File: config.mk
export PLATFORM = sky130hd
export DESIGN_NAME = park_transform_arbiter
export DESIGN_NICKNAME = d
export VERILOG_FILES = /design/src/rtl/park_transform_arbiter.sv
export SDC_FILE = /design/constraint.sdc
export NUM_CORES = 1
export LEC_CHECK = 0
export ABC_AREA = 1
export BUFFER_PORTS_ARGS = -buffer_cell sky130_fd_sc_hd__buf_2
export CORE_ASPECT_RATIO = 1.1
export CORE_MARGIN = 5
export CORE_UTILIZATION = 30
export CTS_BUF_LIST = sky130_fd_sc_hd__clkbuf_16
export CTS_CLUSTER_DIAMETER = 40
export DETAILED_ROUTE_END_ITERATION = 10
export PLACE_DENSITY = 0.65
export SKIP_CTS_REPAIR_TIMING = 1
export SLEW_MARGIN = 10
export SYNTH_ARGS = -nofsm -noshare
export SYNTH_HDL_FRONTEND = slang
export SYNTH_SLANG_ARGS = --single-unit
File: constraint.sdc
create_clock -name clk -period 6.8 [get_ports clk]
set_clock_uncertainty 0.1 [all_clocks]
set_input_delay 0.68 -clock clk [delete_from_list [all_inputs] [get_ports clk]]
set_output_delay 0.68 -clock clk [all_outputs]
set_load 0.005 [all_outputs]
File: src/rtl/park_transform_arbiter.sv
// park_transform_arbiter: shares one park_transform instance between NUM_REQ
// requesters. Round-robin grant into a one-deep issue register tagged with the
// requester index, credit-limited in-flight count, and channel-based routing
// of results back to the requesters.
// Build option PARK_ARB_PRIORITY_EN: requester 0 becomes strict high priority
// with one credit reserved for it; requesters 1..NUM_REQ-1 rotate among
// themselves.
module park_transform_arbiter #(
    parameter int NUM_REQ         = 4,
    parameter int DATA_WIDTH      = 16,
    parameter int MAX_OUTSTANDING = 8,
    localparam int CW = (NUM_REQ > 1) ? $clog2(NUM_REQ) : 1,
    localparam int RW = 10 + 2 * DATA_WIDTH,
    localparam int OW = 2 * DATA_WIDTH
) (
    input  logic                  clk,
    input  logic                  reset_n,
    input  logic [NUM_REQ*RW-1:0] req_data,
    input  logic [NUM_REQ-1:0]    req_valid,
    output logic [NUM_REQ-1:0]    req_ready,
    output logic [OW-1:0]         rsp_data,
    output logic [NUM_REQ-1:0]    rsp_valid,
    input  logic [NUM_REQ-1:0]    rsp_ready,
    output logic [RW-1:0]         pt_in_data,
    output logic [CW-1:0]         pt_in_channel,
    output logic                  pt_in_valid,
    input  logic                  pt_in_ready,
    input  logic [OW-1:0]         pt_out_data,
    input  logic [CW-1:0]         pt_out_channel,
    input  logic                  pt_out_valid,
    output logic                  pt_out_ready,
    output logic [3:0]            outstanding,
    output logic                  route_err
);

    localparam int NP = 1 << CW;

    logic          in_valid_q, in_valid_d;
    logic [RW-1:0] in_data_q, in_data_d;
    logic [CW-1:0] in_chan_q, in_chan_d;
    logic [CW-1:0] ptr_q, ptr_d;
    logic [3:0]    count_q, count_d;
    logic          route_err_q, route_err_d;

    logic [NP-1:0] valid_pad;
    logic [NP-1:0] rsp_ready_pad;
    logic          may_load;
    logic          pending;
    logic [4:0]    used;
    logic          credit_ok;
    logic          found;
    logic [CW-1:0] win;
    logic [CW-1:0] cand;
    logic          hs;
    logic [RW-1:0] sel_data;
    logic          chan_ok;
    logic          dec;

    // Pad per-requester vectors to a power of two so a CW-bit index never
    // falls outside the vector.
    assign valid_pad     = NP'(req_valid);
    assign rsp_ready_pad = NP'(rsp_ready);

    // The register can take a new request when empty or when its current
    // request is leaving this cycle.
    assign may_load = !in_valid_q || pt_in_ready;

    // Occupancy seen by the credit check: the issued count already includes a
    // registered request; a stalled one is added on top.
    assign pending = in_valid_q && !pt_in_ready;
    assign used    = {1'b0, count_q} + 5'(pending);

`ifdef PARK_ARB_PRIORITY_EN
    logic [CW-1:0] ptr_eff;

    // Pointer value 0 (after reset) means "start the rotation at requester 1".
    assign ptr_eff = (ptr_q == '0) ? CW'(1) : ptr_q;

    // Grant search: requester 0 first, then rotate over 1..NUM_REQ-1 from the pointer.
    always_comb begin
        found     = 1'b0;
        win       = '0;
        cand      = '0;
        credit_ok = 1'b0;
        ptr_d     = ptr_q;
        if (req_valid[0]) begin
            found = 1'b1;
            win   = '0;
        end else begin
            for (int k = NUM_REQ - 2; k >= 0; k--) begin
                cand = CW'(((int'(ptr_eff) + NUM_REQ - 2 + k) % (NUM_REQ - 1)) + 1);
                if (valid_pad[cand]) begin
                    found = 1'b1;
                    win   = cand;
                end
            end
        end
        if (win == '0) begin
            credit_ok = (used < 5'(MAX_OUTSTANDING));
        end else begin
            credit_ok = (used < 5'(MAX_OUTSTANDING - 1));
        end
        if (hs && (win != '0)) begin
            ptr_d = CW'((int'(win) % (NUM_REQ - 1)) + 1);
        end
    end
`else
    // Grant search: rotate over all requesters starting at the pointer.
    always_comb begin
        found     = 1'b0;
        win       = '0;
        cand      = '0;
        credit_ok = (used < 5'(MAX_OUTSTANDING));
        ptr_d     = ptr_q;
        for (int k = NUM_REQ - 1; k >= 0; k--) begin
            cand = CW'((int'(ptr_q) + k) % NUM_REQ);
            if (valid_pad[cand]) begin
                found = 1'b1;
                win   = cand;
            end
        end
        if (hs) begin
            ptr_d = CW'((int'(win) + 1) % NUM_REQ);
        end
    end
`endif

    assign hs = found && may_load && credit_ok;

    // One-hot ready for the winner and selection of its request word.
    always_comb begin
        req_ready = '0;
        sel_data  = '0;
        for (int i = 0; i < NUM_REQ; i++) begin
            if (win == CW'(i)) begin
                req_ready[i] = hs;
                sel_data     = req_data[i*RW +: RW];
            end
        end
    end

    // Result routing: illegal channels are accepted and dropped.
    always_comb begin
        chan_ok      = (int'(pt_out_channel) < NUM_REQ);
        rsp_valid    = '0;
        pt_out_ready = 1'b1;
        for (int i = 0; i < NUM_REQ; i++) begin
            rsp_valid[i] = pt_out_valid && chan_ok && (pt_out_channel == CW'(i));
        end
        if (chan_ok) begin
            pt_out_ready = rsp_ready_pad[pt_out_channel];
        end
    end

    assign dec = pt_out_valid && pt_out_ready;

    // Next state of issue register, credit count and error flag.
    always_comb begin
        in_valid_d  = in_valid_q;
        in_data_d   = in_data_q;
        in_chan_d   = in_chan_q;
        count_d     = count_q;
        route_err_d = route_err_q;
        if (hs) begin
            in_valid_d = 1'b1;
            in_data_d  = sel_data;
            in_chan_d  = win;
        end else if (pt_in_ready) begin
            in_valid_d = 1'b0;
        end
        if (hs && !dec) begin
            count_d = count_q + 4'd1;
        end else if (!hs && dec) begin
            if (count_q == 4'd0) begin
                route_err_d = 1'b1;
            end else begin
                count_d = count_q - 4'd1;
            end
        end
        if (pt_out_valid && !chan_ok) begin
            route_err_d = 1'b1;
        end
    end

    // Control state register with synchronous active-low reset.
    always_ff @(posedge clk) begin
        if (!reset_n) begin
            in_valid_q  <= 1'b0;
            ptr_q       <= '0;
            count_q     <= 4'd0;
            route_err_q <= 1'b0;
        end else begin
            in_valid_q  <= in_valid_d;
            ptr_q       <= ptr_d;
            count_q     <= count_d;
            route_err_q <= route_err_d;
        end
    end

    // Issue-register payload; qualified by in_valid_q so it needs no reset.
    always_ff @(posedge clk) begin
        in_data_q <= in_data_d;
        in_chan_q <= in_chan_d;
    end

    assign pt_in_valid   = in_valid_q;
    assign pt_in_data    = in_data_q;
    assign pt_in_channel = in_chan_q;
    assign rsp_data      = pt_out_data;
    assign outstanding   = count_q;
    assign route_err     = route_err_q;

endmodule

==> impl_metrics.env, run 1 <==
export IMPL_clkLatencyLatePin_ns=0.29
export IMPL_layout_commonest_cell="buf_2"
export IMPL_yosysWarnings=0
export IMPL_wl_um=12700
export IMPL_ios=305
export IMPL_ant_nets=0
export IMPL_synthCells=483
export IMPL_required_ns=6.02
export IMPL_coreArea_um2=11900
export IMPL_slowest_stage="ha_2"
export IMPL_drive_gt1_share_pct=39.9
export IMPL_instances_no_fill=828
export IMPL_hold_violations=0
export IMPL_p_leak_nw=2.41
export IMPL_io_buffer_count=240
export IMPL_cpPeakStageDelay_ns=0.76
export IMPL_crit_family="adder cells"
export IMPL_cts_inserted_buffers=5
export IMPL_slew_violations=0
export IMPL_ys_ff_latch=52
export IMPL_fin_tns_setup_ns=0
export IMPL_power_density_nw_per_um2=564
export IMPL_area_growth_pct=33.7
export IMPL_dr_total_vias=3861
export IMPL_finalCritPeriodShare_pct=54.1
export IMPL_ys_seq_area_share_pct=41.1
export IMPL_vias_per_cell=4.66
export IMPL_cap_violations=0
export IMPL_avgSynthCellArea_um2=7.47
export IMPL_nFillCells=1289
export IMPL_cp_data_arrival_time_ns=2.90
export IMPL_dieArea_um2=14300
export IMPL_dr_pass1_iters=4
export IMPL_clockBufferDepth=2
export IMPL_place_inst=820
export IMPL_min_period_ns=3.68
export IMPL_path_buf_inv=4
export IMPL_synth_fp_nets=706
export IMPL_diodes=0
export IMPL_overflow=0
export IMPL_multiInputGateArea_um2=1650
export IMPL_die_y_um=125
export IMPL_grt_use_total_pct=16.7
export IMPL_regArea_um2=1480
export IMPL_cts_sinks=52
export IMPL_place_gp_congestion=0.852
export IMPL_path_max_fanout=43
export IMPL_fin_nets=896
export IMPL_root_buffer="clkbuf_16"
export IMPL_worst_pin_slew_ns=0.974
export IMPL_cts_tree="built"
export IMPL_antenna_found_initial=0
export IMPL_fmax_ghz=0.272
export IMPL_first_iter_violations=187
export IMPL_endpoint_kind="primary output"
export IMPL_layout_common_cells="240 x buf_2, 153 x nand2_1, 69 x o21ai_0"
export IMPL_clk_pin_slew_ns=0.07
export IMPL_relSlewSlack_pct=34.9
export IMPL_path_cells="inv_2 > nand2_2 > nand3_1 > nand2_1 > nand3_2 > nand3_1 > nand2_2 > inv_1 > ha_2 > inv_1 > nor2_1 > buf_2"
export IMPL_grt_pass1_vias=3778
export IMPL_h_tree_depth=2
export IMPL_drc_errors=0
export IMPL_start_kind="flop"
export IMPL_start_util_pct=30.2
export IMPL_grt_max_degree=62
export IMPL_hpwl_um=9820
export IMPL_fp_row_count=42
export IMPL_die_width_um=115
export IMPL_post_drt_wl_per_cell_um=15.4
export IMPL_grt_pass1_wl_um=18900
export IMPL_worstSetupPathType="reg -> out"
export IMPL_status="completed"
export IMPL_setup_viol=0
export IMPL_syn_cell_area_um2=3610
export IMPL_vdd_drop_max_mv=0.358
export IMPL_rsz0062_at_grt="false"
export IMPL_synthDistinctLibCells=28
export IMPL_min_path_type="reg -> reg"
-- final timing paths --
check / from / slack, ns / to / depth (start not counted)
setup / recovery: ptr_q[0] / 3.12 / req_ready[2] / 12
hold / removal: route_err / 0.35 / route_err / 2
setup reg to reg: ptr_q[0] / 3.38 / pt_in_data[26] / 13
hold reg to reg: route_err / 0.35 / route_err / 2
-- layer usage --
layer | routed length [um] | vias up | GRT usage (%)
met4 | 567 | 0 | 8.39
li1 | - | 1965 | -
met3 | 1230 | 48 | 3.82
met1 | 4420 | 1667 | 16.8
met5 | 0 | - | 0
met2 | 6510 | 181 | 31.5
-- power breakdown --
part	internal, mW	total, mW	switching [mW]
sequential	0.663	0.722	0.0587
combinational	0.614	1.71	1.09
clock	0.173	0.290	0.117
-- sequential cells by signal (all words and copies together), names as in the netlist --
register       count
ptr_q              2
outstanding        4
pt_in_data        42
route_err          1
pt_in_channel      2
pt_in_valid        1
-- worst register-to-register path, cell delays in order, from the launching register on --
cell	delay, ns
dfxtp_1	0.61
inv_2	0.13
nand2_2	0.10
nand3_1	0.08
nand2_1	0.08
nand3_2	0.06
nand3_1	0.08
nand2_2	0.10
ha_2	0.51
nor2_4	0.88
nand2_1	0.11
nand2_1	0.09
o21ai_0	0.08
o21ai_0	0.23
-- cell type report --
cell class              count  area share [%]
multi-input cells         343            34.3
flip-flops and latches     52            30.7
repair buffers            243            25.4
well taps                 154            4.00
clock buffers               5            2.59
inverters                  28            2.18
clock inverters             3           0.882
-- stage by stage --
step	instance area (um^2)	hold slack, ns	utilization [%]	worst slack (ns)	power (mW)
finish	4820	0.351	40.4	3.12	2.72
global route	4820	0.370	40.4	2.74	3.04
CTS	4820	0.352	40.4	3.06	2.77
detailed placement	4650	0.340	39.0	3.20	2.47
global placement	4650	0.348	39.0	3.23	2.44
floorplan	3610	0.343	-	3.73	1.96
-- kinds of logic (layout without fill, tap and decap cells) --
kind of cell	count (synthesis)	count (layout)	synth area share [%]
DFF	52	52	41.1
buffers and inverters	88	279	13.4
xor gates and xnor gates	2	2	0.486
adders and majority gates	9	9	3.33
and+or+nand+nor	191	191	21.7
AOI/OAI and AO/OA	141	141	20.0
-- synth_stat cells --
library cell	n	area share, %
xor2_1	1	0.24
nand3_2	2	0.55
inv_1	26	2.7
clkbuf_1	16	1.7
buf_6	1	0.31
nand2_2	4	0.69
o21ai_1	19	2.6
a31oi_1	1	0.17
nor2_2	1	0.17
a21oi_1	48	6.7
buf_2	7	0.97
nor2_1	10	1.0
nand3_1	12	1.7
edfxtp_1	44	37
buf_4	36	7.5
a21oi_2	1	0.24
nor3_1	4	0.55
inv_2	2	0.21
dfxtp_1	8	4.4
o21ai_0	69	9.6
xnor2_1	1	0.24
nand2_1	153	16
nand4_1	3	0.52
nand2_4	1	0.31
o21ai_2	3	0.73
nor2_4	1	0.31
ha_1	8	2.8
fa_1	1	0.55
Note: power is estimated with default switching activity, not from simulation.
==> run 2, diff against run 1 <==
clock period = 3.5 ns   (was 6.8 ns; I/O delays follow)
==> impl_metrics.env, run 2 (same netlist as run 1, synthesis figures left out) <==
export IMPL_cpPeakStageDelay_ns=0.59
export IMPL_p_seq_share_pct=26.4
export IMPL_pwr_share_comb_pct=63.2
export IMPL_layout_commonest_cell="buf_2"
export IMPL_p_switching_mw=2.48
export IMPL_drc_errors=0
export IMPL_cap_violations=0
export IMPL_die_y_um=125
export IMPL_rsz0062_at_grt="false"
export IMPL_finalCritPeriodShare_pct=90.8
export IMPL_power_density_nw_per_um2=1100
export IMPL_slowest_stage="dfxtp_1"
export IMPL_cts_inserted_buffers=5
export IMPL_p_clk_share_pct=10.4
export IMPL_grt_use_met3_pct=4.25
export IMPL_area_growth_pct=35.1
export IMPL_h_tree_depth=2
export IMPL_drive_gt1_share_pct=40.4
export IMPL_antenna_found_initial=0
export IMPL_path_max_fanout=24
export IMPL_fin_nets=901
export IMPL_start_util_pct=30.2
export IMPL_diodes=0
export IMPL_post_place_ws_ns=0.602
export IMPL_clk_pin_slew_ns=0.07
export IMPL_layout_common_cells="240 x buf_2, 153 x nand2_1, 69 x o21ai_0"
export IMPL_fp_row_count=42
export IMPL_vdd_drop_max_mv=0.764
export IMPL_worst_pin_slew_ns=0.776
export IMPL_cts_sinks=52
export IMPL_grt_max_degree=46
export IMPL_vias_per_cell=4.66
export IMPL_timing_final_ws_setup_ns=0.321
export IMPL_cp_data_arrival_time_ns=2.73
export IMPL_grt_pass1_wl_um=19200
export IMPL_io_buffer_count=240
export IMPL_place_gp_congestion=0.828
export IMPL_grt_pass1_vias=3735
export IMPL_cts_tree="built"
export IMPL_dpl_cell_area_um2=4700
export IMPL_endpoint_kind="primary output"
export IMPL_slew_violations=0
export IMPL_required_ns=3.05
export IMPL_clkLatencyLatePin_ns=0.29
export IMPL_fin_hold_ws_ns=0.222
export IMPL_gr_usage_met1_pct=17.6
export IMPL_worstSetupPathType="reg -> out"
export IMPL_power_mw=5.36
export IMPL_place_inst=825
export IMPL_die_width_um=115
export IMPL_nFillCells=1286
export IMPL_setup_viol=0
export IMPL_fin_tns_setup_ns=0
export IMPL_first_iter_violations=138
export IMPL_switching_share_pct=46.2
export IMPL_dieArea_um2=14300
export IMPL_hpwl_um=10100
export IMPL_status="completed"
export IMPL_post_drt_wl_per_cell_um=15.5
export IMPL_design_area_um2=4870
export IMPL_start_kind="flop"
export IMPL_hold_violations=0
export IMPL_min_path_type="in -> reg"
export IMPL_busiest_layer="met2"
export IMPL_fmax_ghz=0.315
export IMPL_overflow=0
export IMPL_ios=305
export IMPL_fin_util_pct=40.8
export IMPL_wl_um=12900
export IMPL_relSlewSlack_pct=48.3
export IMPL_ant_nets=0
export IMPL_path_cells="inv_2 > nand2_2 > nand3_1 > nand3_1 > nand2_1 > a31oi_1 > inv_1 > ha_2 > inv_1 > buf_4 > nor2_1 > buf_2"
export IMPL_grt_use_met2_pct=31.0
export IMPL_root_buffer="clkbuf_16"
export IMPL_internal_power_mw=2.88
export IMPL_largest_register_ffs=42
export IMPL_clockBufferDepth=2
export IMPL_coreArea_um2=11900
export IMPL_grt_use_total_pct=17.0
export IMPL_dr_pass1_iters=4
export IMPL_rrSetupSlack_ns=0.62
export IMPL_instances_no_fill=833
export IMPL_dr_total_vias=3885
export IMPL_p_leak_nw=2.44
export IMPL_min_period_ns=3.18
==> run 2: cell type report <==
| class | instances | area, um^2 | share of cell area, % |
|---|---|---|---|
| Clock buffer | 5 | 125 | 2.57 |
| Sequential cell | 52 | 1480 | 30.4 |
| Timing Repair Buffer | 248 | 1270 | 26.1 |
| Tap cell | 154 | 193 | 3.95 |
| Multi-Input combinational cell | 343 | 1650 | 33.9 |
| Clock inverter | 3 | 42.5 | 0.873 |
| Inverter | 28 | 105 | 2.16 |
==> run 2: final timing paths <==
path	from	depth (start not counted)	to
worst max-delay path	ptr_q[0]	12	req_ready[2]
worst min-delay path	pt_in_ready	4	pt_in_valid
worst max register to register	ptr_q[0]	13	pt_in_data[1]
worst min register to register	route_err	2	route_err
==> run 2: power by group through the flow <==
stage          Combinational [mW]  Sequential, mW  Clock, mW
2_1_floorplan                2.36            1.44          0
3_3_place_gp                 3.43            1.42          0
3_5_place_dp                 3.47            1.43          0
4_1_cts                      3.47            1.42      0.587
5_1_grt                      3.93            1.45      0.597
6_report                     3.39            1.41      0.559
==> run 2: worst max-delay path, delay by kind of cell (launching register included) <==
kind / cells / cell delay (ns)
buffers and inverters: 5 / 0.78
flip-flops: 1 / 0.59
AND/OR/NAND/NOR: 5 / 0.42
adder cells (fa/ha/maj): 1 / 0.36
AO/OA/AOI/OAI: 1 / 0.28
==> run 2: layer usage <==
layer  share of wire [%]  wire, um
met1                  36      4620
met2                  50      6480
met3                 9.1      1170
met4                 4.8       624
met5                   0         0
==> run 3, diff against run 2 <==
clock period = 4 ns   (was 3.5 ns; I/O delays follow)
==> impl_metrics.env, run 3 (same netlist as run 1, synthesis figures left out) <==
export IMPL_area_growth_pct=34.3
export IMPL_cts_sinks=52
export IMPL_die_width_um=115
export IMPL_fp_row_count=42
export IMPL_rsz0062_at_grt="false"
export IMPL_p_switching_mw=2.20
export IMPL_fin_tns_setup_ns=0
export IMPL_worstHoldStart="pt_in_ready"
export IMPL_clockBufferDepth=2
export IMPL_regArea_um2=1480
export IMPL_cts_tree="built"
export IMPL_dr_pass1_iters=4
export IMPL_p_clk_share_pct=10.6
export IMPL_slew_violations=0
export IMPL_status="completed"
export IMPL_grt_max_degree=58
export IMPL_finalCritPeriodShare_pct=81.1
export IMPL_reg2reg_to="pt_in_data[0]"
export IMPL_die_y_um=125
export IMPL_dpl_cell_area_um2=4680
export IMPL_vias_per_cell=4.69
export IMPL_endpoint_kind="primary output"
export IMPL_layout_commonest_cell="buf_2"
export IMPL_path_max_fanout=57
export IMPL_path_buf_inv=3
export IMPL_first_iter_violations=167
export IMPL_grt_pass1_vias=3724
export IMPL_power_density_nw_per_um2=966
export IMPL_post_drt_wl_per_cell_um=15.6
export IMPL_worstSetupPathType="reg -> out"
export IMPL_slowest_stage="ha_2"
export IMPL_start_util_pct=30.2
export IMPL_rrSetupSlack_ns=0.98
export IMPL_ant_nets=0
export IMPL_grt_pass1_wl_um=19200
export IMPL_overflow=0
export IMPL_min_path_cells=4
export IMPL_p_seq_share_pct=26.3
export IMPL_rr_worst_depth=16
export IMPL_pwr_share_comb_pct=63.1
export IMPL_min_path_type="in -> reg"
export IMPL_rr_startpoint="ptr_q[0]"
export IMPL_clk_pin_slew_ns=0.07
export IMPL_cts_inserted_buffers=5
export IMPL_crit_family="adder cells"
export IMPL_coreArea_um2=11900
export IMPL_layout_common_cells="240 x buf_2, 153 x nand2_1, 69 x o21ai_0"
export IMPL_timing_critical_path_mode_cell="nand2_1"
export IMPL_grt_use_total_pct=17.0
export IMPL_dieArea_um2=14300
export IMPL_design_area_um2=4840
export IMPL_internal_power_mw=2.48
export IMPL_multiInputGateArea_um2=1650
export IMPL_fmax_ghz=0.308
export IMPL_nFillCells=1253
export IMPL_path_cells="inv_2 > nand2_2 > nand3_1 > nand2_1 > nand3_2 > nand2_1 > nand2_1 > nand2_2 > ha_2 > inv_1 > nor2_1 > buf_2"
export IMPL_io_buffer_count=240
export IMPL_required_ns=3.50
export IMPL_place_gp_congestion=0.859
export IMPL_clkLatencyLatePin_ns=0.29
export IMPL_hpwl_um=10100
export IMPL_wl_um=12900
export IMPL_fin_nets=899
export IMPL_largest_register_ffs=42
export IMPL_worst_pin_slew_ns=0.961
export IMPL_cp_data_arrival_time_ns=2.74
export IMPL_hold_violations=0
export IMPL_h_tree_depth=2
export IMPL_drc_errors=0
export IMPL_min_period_ns=3.24
export IMPL_switching_share_pct=47.0
export IMPL_cp_depth=12
export IMPL_fin_util_pct=40.6
export IMPL_start_kind="flop"
export IMPL_drive_gt1_share_pct=40.2
export IMPL_diodes=0
export IMPL_antenna_found_initial=0
export IMPL_setup_viol=0
export IMPL_p_leak_nw=2.42
export IMPL_hold_path_end="pt_in_valid"
export IMPL_dr_total_vias=3901
export IMPL_relSlewSlack_pct=35.9
export IMPL_ios=305
export IMPL_cap_violations=0
export IMPL_root_buffer="clkbuf_16"
export IMPL_vdd_drop_max_mv=0.569
export IMPL_cpPeakStageDelay_ns=0.84
[run 3: cell count changes in the layout (fill, tap and decap cells not counted), sizes merged]
cell	before	now
buf	248	246
[run 3: worst max path at each step]
| stage | slack (ns) | endpoint | start |
|---|---|---|---|
| CTS | 0.69 | req_ready[3] | ptr_q[0] |
| global route | 0.42 | req_ready[3] | ptr_q[0] |
| detailed placement | 0.92 | pt_in_data[38] | ptr_q[0] |
| floorplan | 1.20 | outstanding[3] | ptr_q[0] |
| finish | 0.76 | req_ready[3] | ptr_q[0] |
| global placement | 0.99 | pt_in_data[36] | ptr_q[0] |
[run 3: through the flow]
step | power, mW | setup slack [ns] | cells | hold WS [ns]
2_1_floorplan | 3.33 | 1.20 | 483 | 0.343
3_3_place_gp | 4.20 | 0.986 | 823 | 0.343
3_5_place_dp | 4.26 | 0.918 | 823 | 0.340
4_1_cts | 4.77 | 0.693 | 831 | 0.267
5_1_grt | 5.22 | 0.419 | 831 | 0.286
6_report | 4.68 | 0.756 | 831 | 0.278
[run 3: layout make-up]
class / instances / area share (%)
sequential: 52 / 30.6
clock buffer: 5 / 2.58
multi-input combinational: 343 / 34.1
tap: 154 / 3.98
clock inverter: 3 / 0.878
inverter: 28 / 2.17
timing repair buffer: 246 / 25.7
[run 3: metal layers]
metal	up-vias	GRT usage, %	part of all wire [%]
met5	-	0	0
met4	0	7.76	3.9
met3	48	3.72	8.1
met2	167	31.0	52
met1	1720	18.5	36
li1	1966	-	-
[run 3: worst reg2reg max path, cell delays in order, from the launching register on]
cell	delay (ns)
dfxtp_1	0.58
nand2_1	0.13
o21ai_2	0.10
nand2_1	0.11
nand3_2	0.10
nand2_1	0.05
nand2_1	0.07
nand2_2	0.10
inv_1	0.10
ha_1	0.15
inv_1	0.07
nor2_4	0.40
buf_4	0.37
nand2_1	0.09
nand2_1	0.11
o21ai_0	0.10
o21ai_0	0.16
[run 3: power by group through the flow]
stage,combinational [mW],clock (mW),sequential [mW]
global route,3.41,0.538,1.26
global placement,2.96,0,1.24
finish,2.96,0.496,1.23
floorplan,2.07,0,1.26
detailed placement,3.01,0,1.24
CTS,3.02,0.518,1.23
